`src/rtl/mem_rd_req_gen_pkg.sv`:
```
// Shared definitions for the memory read-request generator: default widths,
// descriptor field layout and the walker state encoding.
package mem_rd_req_gen_pkg;

    localparam int DEF_ADDR_W        = 32;
    localparam int DEF_BASE_ADDR_W   = DEF_ADDR_W;
    localparam int DEF_OFFSET_ADDR_W = DEF_ADDR_W;
    localparam int DEF_TX_SIZE_WIDTH = 20;
    localparam int DEF_RD_LOOP_W     = 10;
    localparam int DEF_D_TYPE_W      = 2;
    localparam int DEF_ROM_ADDR_W    = 4;

    localparam int ROM_WIDTH = DEF_BASE_ADDR_W + DEF_OFFSET_ADDR_W + DEF_TX_SIZE_WIDTH
                             + DEF_RD_LOOP_W + DEF_D_TYPE_W;

    // Descriptor is packed MSB-first as {type, base, offset, size, loop_max}
    localparam int LOOP_LSB = 0;
    localparam int SIZE_LSB = LOOP_LSB + DEF_RD_LOOP_W;
    localparam int OFF_LSB  = SIZE_LSB + DEF_TX_SIZE_WIDTH;
    localparam int BASE_LSB = OFF_LSB + DEF_OFFSET_ADDR_W;
    localparam int TYPE_LSB = BASE_LSB + DEF_BASE_ADDR_W;

    typedef enum logic [1:0] {
        IDLE  = 2'd0,
        LOAD  = 2'd1,
        ISSUE = 2'd2,
        DONE  = 2'd3
    } state_t;

endpackage

```
`src/rtl/mem_rd_cfg_rom.sv`:
```
// Descriptor store: one write port, one read port with a registered output.
// Array contents are deliberately left unreset; only the read register clears.
module mem_rd_cfg_rom #(
    parameter int ADDR_W = 4,
    parameter int DATA_W = 96
) (
    input  logic              i_clk,
    input  logic              i_rst_n,
    input  logic              i_wr_en,
    input  logic [ADDR_W-1:0] i_wr_addr,
    input  logic [DATA_W-1:0] i_wr_data,
    input  logic              i_rd_en,
    input  logic [ADDR_W-1:0] i_rd_addr,
    output logic [DATA_W-1:0] o_rd_data
);

    logic [DATA_W-1:0] r_mem [1<<ADDR_W];
    logic [DATA_W-1:0] r_rdData;

    always_ff @(posedge i_clk) begin
        if (i_wr_en) begin
            r_mem[i_wr_addr] <= i_wr_data;
        end
    end

    always_ff @(posedge i_clk or negedge i_rst_n) begin
        if (!i_rst_n) begin
            r_rdData <= '0;
        end else if (i_rd_en) begin
            r_rdData <= r_mem[i_rd_addr];
        end
    end

    assign o_rd_data = r_rdData;

endmodule

```
`src/rtl/mem_rd_req_gen.sv`:
```
// Walks the descriptor ROM and issues loop_max+1 strided read requests per
// descriptor on the rd_req/rd_addr/rd_req_size interface.
module mem_rd_req_gen
    import mem_rd_req_gen_pkg::*;
#(
    parameter int ADDR_W        = DEF_ADDR_W,
    parameter int BASE_ADDR_W   = ADDR_W,
    parameter int OFFSET_ADDR_W = ADDR_W,
    parameter int TX_SIZE_WIDTH = DEF_TX_SIZE_WIDTH,
    parameter int RD_LOOP_W     = DEF_RD_LOOP_W,
    parameter int D_TYPE_W      = DEF_D_TYPE_W,
    parameter int ROM_ADDR_W    = DEF_ROM_ADDR_W,
    localparam int ROM_W        = BASE_ADDR_W + OFFSET_ADDR_W + TX_SIZE_WIDTH + RD_LOOP_W + D_TYPE_W
) (
    input  logic                     i_clk,
    input  logic                     i_rst_n,
    input  logic                     i_start,
    output logic                     o_done,
    output logic                     o_busy,
    input  logic                     i_cfg_wr_en,
    input  logic [ROM_ADDR_W-1:0]    i_cfg_wr_addr,
    input  logic [ROM_W-1:0]         i_cfg_wr_data,
    input  logic [ROM_ADDR_W:0]      i_cfg_num_entries,
    input  logic                     i_rd_ready,
    output logic                     o_rd_req,
    output logic [ADDR_W-1:0]        o_rd_addr,
    output logic [TX_SIZE_WIDTH-1:0] o_rd_req_size,
    output logic [D_TYPE_W-1:0]      o_rd_type
);

    localparam int SZ_LSB = RD_LOOP_W;
    localparam int OF_LSB = SZ_LSB + TX_SIZE_WIDTH;
    localparam int BA_LSB = OF_LSB + OFFSET_ADDR_W;
    localparam int TY_LSB = BA_LSB + BASE_ADDR_W;
    localparam logic [ROM_ADDR_W:0] MAX_ENTRIES = (ROM_ADDR_W+1)'(1 << ROM_ADDR_W);

    state_t                   r_state;
    logic [ROM_ADDR_W:0]      r_idx;
    logic [ROM_ADDR_W:0]      r_numEntries;
    logic [RD_LOOP_W-1:0]     r_cnt;
    logic [ADDR_W-1:0]        r_acc;

    logic [ROM_W-1:0]         w_romData;
    logic [RD_LOOP_W-1:0]     w_loopMax;
    logic [TX_SIZE_WIDTH-1:0] w_size;
    logic [OFFSET_ADDR_W-1:0] w_offset;
    logic [BASE_ADDR_W-1:0]   w_base;
    logic [D_TYPE_W-1:0]      w_type;
    logic                     w_issue;
    logic                     w_handshake;
    logic [ROM_ADDR_W:0]      w_numClamped;
    logic [ROM_ADDR_W:0]      w_nextIdx;

    // The ROM read register is only loaded in LOAD, so it holds the current
    // descriptor stable for the whole ISSUE phase.
    mem_rd_cfg_rom #(
        .ADDR_W (ROM_ADDR_W),
        .DATA_W (ROM_W)
    ) u_rom (
        .i_clk     (i_clk),
        .i_rst_n   (i_rst_n),
        .i_wr_en   (i_cfg_wr_en && (r_state == IDLE)),
        .i_wr_addr (i_cfg_wr_addr),
        .i_wr_data (i_cfg_wr_data),
        .i_rd_en   (r_state == LOAD),
        .i_rd_addr (r_idx[ROM_ADDR_W-1:0]),
        .o_rd_data (w_romData)
    );

    assign w_loopMax = w_romData[SZ_LSB-1:0];
    assign w_size    = w_romData[OF_LSB-1:SZ_LSB];
    assign w_offset  = w_romData[BA_LSB-1:OF_LSB];
    assign w_base    = w_romData[TY_LSB-1:BA_LSB];
    assign w_type    = w_romData[ROM_W-1:TY_LSB];

    assign w_issue      = (r_state == ISSUE);
    assign w_handshake  = w_issue && i_rd_ready;
    assign w_numClamped = (i_cfg_num_entries > MAX_ENTRIES) ? MAX_ENTRIES : i_cfg_num_entries;
    assign w_nextIdx    = r_idx + 1'b1;

    assign o_rd_req      = w_handshake;
    assign o_rd_addr     = w_issue ? (ADDR_W'(w_base) + r_acc) : '0;
    assign o_rd_req_size = w_issue ? w_size : '0;
    assign o_rd_type     = w_issue ? w_type : '0;
    assign o_done        = (r_state == DONE);
    assign o_busy        = (r_state != IDLE);

    always_ff @(posedge i_clk or negedge i_rst_n) begin
        if (!i_rst_n) begin
            r_state      <= IDLE;
            r_idx        <= '0;
            r_numEntries <= '0;
            r_cnt        <= '0;
            r_acc        <= '0;
        end else begin
            case (r_state)
                IDLE: begin
                    if (i_start) begin
                        r_numEntries <= w_numClamped;
                        r_idx        <= '0;
                        r_cnt        <= '0;
                        r_acc        <= '0;
                        r_state      <= (w_numClamped == '0) ? DONE : LOAD;
                    end
                end
                LOAD: begin
                    r_state <= ISSUE;
                end
                ISSUE: begin
                    if (w_handshake) begin
                        if (r_cnt == w_loopMax) begin
                            r_cnt   <= '0;
                            r_acc   <= '0;
                            r_idx   <= w_nextIdx;
                            r_state <= (w_nextIdx == r_numEntries) ? DONE : LOAD;
                        end else begin
                            r_cnt <= r_cnt + 1'b1;
                            r_acc <= r_acc + ADDR_W'(w_offset);
                        end
                    end
                end
                DONE: begin
                    r_state <= IDLE;
                end
                default: begin
                    r_state <= IDLE;
                end
            endcase
        end
    end

endmodule

```
`config.mk`:
```
export PLATFORM = sky130hd
export DESIGN_NAME = mem_rd_req_gen
export DESIGN_NICKNAME = d
export VERILOG_FILES = /design/src/rtl/mem_rd_req_gen_pkg.sv /design/src/rtl/mem_rd_cfg_rom.sv /design/src/rtl/mem_rd_req_gen.sv
export SDC_FILE = /design/constraint.sdc
export NUM_CORES = 2
export LEC_CHECK = 0
export ABC_AREA = 0
export BUFFER_PORTS_ARGS = -buffer_cell sky130_fd_sc_hd__buf_2
export CORE_MARGIN = 2
export CORE_UTILIZATION = 40
export DETAILED_ROUTE_END_ITERATION = 16
export GPL_TIMING_DRIVEN = 1
export PLACE_DENSITY = 0.59
export SYNTH_ARGS = -nofsm -noshare
export SYNTH_HDL_FRONTEND = slang
export SYNTH_SLANG_ARGS = --single-unit
export TNS_END_PERCENT = 50
```
`constraint.sdc`:
```
create_clock -name i_clk -period 24.7 [get_ports i_clk]
set_input_delay 1.235 -clock i_clk [delete_from_list [all_inputs] [get_ports i_clk]]
set_output_delay 1.235 -clock i_clk [all_outputs]
set_load 0.05 [all_outputs]
```
Word-level counts from Yosys, hierarchy flattened
Memory sizes are Yosys's and may differ from the RTL's. A register that Yosys moved wholly into a read port is not among the register bits. Index checks and enable logic that the tools add are counted.

$add $sub $neg: 4. Multiply operators: 0. Divide/modulo/power cells: 0. Magnitude comparators: 1. Eq/ne operators: 8. Shifts and indexed selects: 0. Mux-type cells: 24. Bitwise logic cells: 0. Reductions and logical operators: 11.

Operators by type and width (count): 32-bit 2-to-1 mux (4); 32-bit adder (2); 32-bit one-hot mux with 2 select lines (1); 10-bit 2-to-1 mux (3); 20-bit 2-to-1 mux (1); 5-bit 2-to-1 mux (4); 10-bit one-hot mux with 2 select lines (1); 2-bit 2-to-1 mux (6); 10-bit by 1-bit adder with 10-bit output (second input constant) (1); 10-bit == test (1); 5-bit one-hot mux with 2 select lines (1); 2-bit one-hot mux with 4 select lines (1); 3-bit AND reduction (2); 5-bit by 1-bit adder with 5-bit output (second input constant) (1); 5-bit == test (1); 5-bit > comparator (second input constant) (1); 5-bit zero test (1); 2-bit == test (second input constant) (2); 2-bit != test (second input constant) (2); 4-bit AND reduction (1); 2-bit nonzero test (2); 2-bit by 1-bit == test with 1-bit output (second input constant) (1); 1-bit logical AND (2); 2-bit zero test (1); other kinds (4) (5).

Register bits: 54. Bits in latches: 0. Memory bits (writable): 1536. Bits in read-only memories: 0. Input bits: 110. Output and inout port bits: 57. Memories: 1.

Memory list: u_rom.r_mem (words 16, bits a word 96, read ports 1, clocked after memory_dff 1, write ports 1, RTL line mem_rd_cfg_rom.sv:17) `logic [DATA_W-1:0] r_mem [1<<ADDR_W];`.

Logic depth before layout (Yosys ltp)
Word-level depth: 6. Gate-level depth with buffers: 11. Depth with buffers taken out: 11.

Cells and area by module
A second synthesis with hierarchy kept.

Cell total of the unflattened synthesis: 3316. Area total of the unflattened synthesis: 67501.0 um^2.

Modules (own cells, without submodules): mem_rd_cfg_rom (times used 1, cells an instance 2576, area an instance 61680.4 um^2, seq. area each 48526.5 um^2); mem_rd_req_gen (times used 1, cells an instance 740, area an instance 5820.6 um^2, seq. area each 1351.3 um^2).

Worst setup path before layout
Ideal clock, no wire load.

Path type: input -> register. Start point: input port i_cfg_wr_addr[3]. End point: memory u_rom.r_mem[0][0], enable pin. Setup time: 0.670 ns. Arrival time: 8.164 ns. Setup slack: 15.866 ns. Cell stages on the path: 2. Path buffers: 0. Path through: or3_1 -> nor3_1.

RTL lines: from (decl) (RTL line mem_rd_req_gen.sv:21) `input logic [ROM_ADDR_W-1:0] i_cfg_wr_addr,`; to (decl) (RTL line mem_rd_cfg_rom.sv:17).

Straight into the memory's write port.

Worst setup path after layout
Start point: register r_acc[1]. End point: output port o_rd_addr[31].

Word-level cells in the longest chain between the ends: 2.

Ends and longest elaborated chain: from (decl) (RTL line mem_rd_req_gen.sv:41) `logic [ADDR_W-1:0] r_acc;`; from (signal assigned) (RTL line mem_rd_req_gen.sv:118) `r_acc <= r_acc + ADDR_W'(w_offset);`; 32-bit adder (RTL line mem_rd_req_gen.sv:82) `assign o_rd_addr = w_issue ? (ADDR_W'(w_base) + r_acc) : '0;`; 32-bit 2-to-1 mux (RTL line mem_rd_req_gen.sv:82); to (decl) (RTL line mem_rd_req_gen.sv:26) `output logic [ADDR_W-1:0] o_rd_addr,`.

No other way between the ends.

==> results.sh <==
export IMPL_clock_sinks=1686
export IMPL_hold_violations=0
export IMPL_post_place_ws_ps=19790
export IMPL_worstPathMaxFanout=6
export IMPL_cpPeakStageDelay_ps=580
export IMPL_vias_per_cell=5.67
export IMPL_drc=0
export IMPL_worst_ep_required_time_ps=23470
export IMPL_place_congestion=0.839
export IMPL_p_per_area_nw_per_um2=109
export IMPL_relSlewSlack=0.165
export IMPL_tightest_slew_ps=1250
export IMPL_yosysWarnings=0
export IMPL_ys_types=70
export IMPL_grt_pass1_vias=32900
export IMPL_core_area_sq_um=167000
export IMPL_cts_buffer_depth=3
export IMPL_end_kind="primary output"
export IMPL_clk_pin_slew_ps=60
export IMPL_syn_cell_area_sq_um=66900
export IMPL_period_share=0.221
export IMPL_rsz0062_at_grt="no"
export IMPL_syn_inst=3100
export IMPL_setup_slack_ps=19240
export IMPL_max_freq_mhz=183
export IMPL_die_area_sq_um=171000
export IMPL_path_cells="ha_1 -> a21o_1 -> nand4_1 -> a2111o_1 -> a21oi_1 -> o2111ai_1 -> a31oi_1 -> o311ai_0 -> nand4_1 -> buf_2"
export IMPL_ctsHoldBuffers=0
export IMPL_synthArstFlopShare=0.0890
export IMPL_crit_slowest_cell="a31oi_1"
export IMPL_drv_cap=0
export IMPL_rows=150
export IMPL_post_cts_buffers=0
export IMPL_hold_class="input port to async pin"
export IMPL_peakVddDrop_v=0.0000897
export IMPL_pin_count=167
export IMPL_start_util=0.402
export IMPL_crit_path_frequent_cell="nand4_1"
export IMPL_cts_buffers=173
export IMPL_drive_gt1_frac=0.309
export IMPL_die_w_um=413
export IMPL_cp_data_arrival_time_ps=4220
export IMPL_nets=3522
export IMPL_ys_seq_area_frac=0.745
export IMPL_setup_viol=0
export IMPL_grt_overflow=0
export IMPL_die_h_um=413
export IMPL_status="finished clean"
export IMPL_final_common_cell="edfxtp_1"
export IMPL_fin_skew_ps=40.8
export IMPL_avgSynthCellArea_sq_um=21.6
export IMPL_critical_path_class="flip-flop to primary output"
export IMPL_grt_max_degree=106
export IMPL_wl_per_cell_um=28.7
export IMPL_drtPass1Iterations=5
export IMPL_drt_iter0_markers=3527
export IMPL_grt_util_all_layers=0.193
export IMPL_grt_first_pass_wirelength_um=236000
export IMPL_post_cts_resized=0
export IMPL_p_leak_nw=24.5
export IMPL_cp_startpoint="r_acc[1]"
export IMPL_port_buffers=166
export IMPL_postRouteAntennaNets=0
export IMPL_start_kind="flip-flop"
export IMPL_ys_ff_latch=1686
export IMPL_mostFrequentLayoutCells="1536 x edfxtp_1, 480 x mux4_2, 173 x clkbuf_16, 165 x buf_2, 146 x dfrtp_1"
export IMPL_syn2layout_area_growth_pct=14.1
export IMPL_r2r_start="r_idx[1]"
export IMPL_drv_slew=0
export IMPL_cts_htree_levels=4
export IMPL_synth_main_ff_cell="edfxtp_1"
export IMPL_cts_tree="yes"
export IMPL_antenna_found_initial=44
export IMPL_synth_fp_nets=3276
export IMPL_finalSetupTns_ps=0
export IMPL_cp_buffers_inverters=1
export IMPL_crit_family="compound AO/OA/AOI/OAI gates"
export IMPL_place_hpwl_um=82600
export IMPL_synth_edf_count=1536
export IMPL_via_count=32300
export IMPL_root_buffer="clkbuf_16"
export IMPL_clkLatencyLatePin_ps=820
export IMPL_routed_wl_um=164000
export IMPL_min_period_ps=5460
## layout make-up
class                           count  area (sq um)
Inverter                           17          63.8
Timing Repair Buffer              215          1360
Clock buffer                      231          4750
Tap cell                         2204          2760
Sequential cell                  1686         49900
Clock inverter                     91          1010
Multi-Input combinational cell   1253         16500
Antenna cell                        4          10.0
Fill cell                       13900         90300
## through the flow
stage	hold slack [ps]	cells	util	total power [mW]	cell area, sq um
after floorplan	469	3100	-	5.18	66900
after global placement	482	5375	0.424	5.80	70600
after detailed placement	487	5375	0.424	5.82	70600
after CTS	394	5697	0.458	8.44	76400
after global routing	413	5698	0.458	8.72	76400
final	415	5701	0.458	8.36	76400
## logic make-up (layout without fill, tap and decap cells)
kind of cell	after synthesis	count (layout)	synth area share
fa+ha+maj	66	66	0.0126
other cells	0	4	0
buf+inv	161	554	0.00961
compound gates	238	238	0.0242
mux	580	580	0.178
xor+xnor	56	56	0.00733
flops	1686	1686	0.745
simple gates	313	313	0.0230
## worst paths after layout
check	end	slack [ps]	depth (start not counted)
max	o_rd_addr[31]	19240	10
min	u_rom.o_rd_data[39]	410	1
max reg2reg	u_rom.o_rd_data[44]	19840	6
min reg2reg	r_numEntries[3]	500	2
max in group asynchronous	u_rom.o_rd_data[94]	22000	3
min in group i_clk	r_numEntries[3]	500	2
## worst register-to-register path: cells and delay by family (launching register included)
kind	cells	cell delay, ps
multiplexers	3	1200
flip-flops	1	990
buffers and inverters	3	2550
## per-layer routing
| metal | track usage | wire [um] | part of all wire |
|---|---|---|---|
| met3 | 0.0545 | 13400 | 0.082 |
| met4 | 0.0422 | 2960 | 0.018 |
| met1 | 0.277 | 71000 | 0.43 |
| met2 | 0.296 | 76100 | 0.46 |
| met5 | 0 | 266 | 0.0016 |
## report_power, final
group          switching, mW  internal (mW)  leakage [nW]
Clock                   1.10           1.52          2.81
Combinational           1.25           1.04          6.04
Sequential             0.186           3.27          15.7
## sequential cells by signal, indices dropped and copies added (netlist names)
register	flops
r_state	2
r_idx	5
r_cnt	10
r_acc	32
u_rom.o_rd_data	96
u_rom.r_mem	1536
r_numEntries	5
## synth_stat cells (3+ instances only)
master     instances  area (sq um)
nand4b_1           3          26.3
ha_1              64           801
and2_1            30           188
nor3b_1            3          22.5
nand3_1           18          90.1
xor2_1            32           280
nor2_1            66           248
mux2_2            96          1080
a21boi_0           4          30.0
nor3_1            25           125
a221o_1            4          40.0
dfrtp_1          150          3750
mux4_2           480         10800
buf_1             19          71.3
a32o_1             3          30.0
o22ai_1            3          18.8
or3_1              7          43.8
nor4_1             3          18.8
a31oi_1            4          25.0
o211ai_1           8          60.1
buf_2             31           155
nor2b_1            6          37.5
o21a_1            17           128
a22o_1             4          35.0
inv_1             17          63.8
a21o_1            27           203
a211oi_1           7          52.6
o2111ai_1          3          26.3
nand2b_1          17           106
o21bai_1           6          45.0
nand3b_1           6          45.0
xnor2_1           24           210
or4_1              7          52.6
o21ai_1            4          20.0
o21ai_0           51           255
a21oi_1           57           285
nand2_1           93           349
mux2i_1            4          40.0
and3_1             9          56.3
nand4_1           17           106
edfxtp_1        1536         46100
clkbuf_1          94           353
o31ai_1            6          45.0
Note: power is estimated with default switching activity, not from simulation.
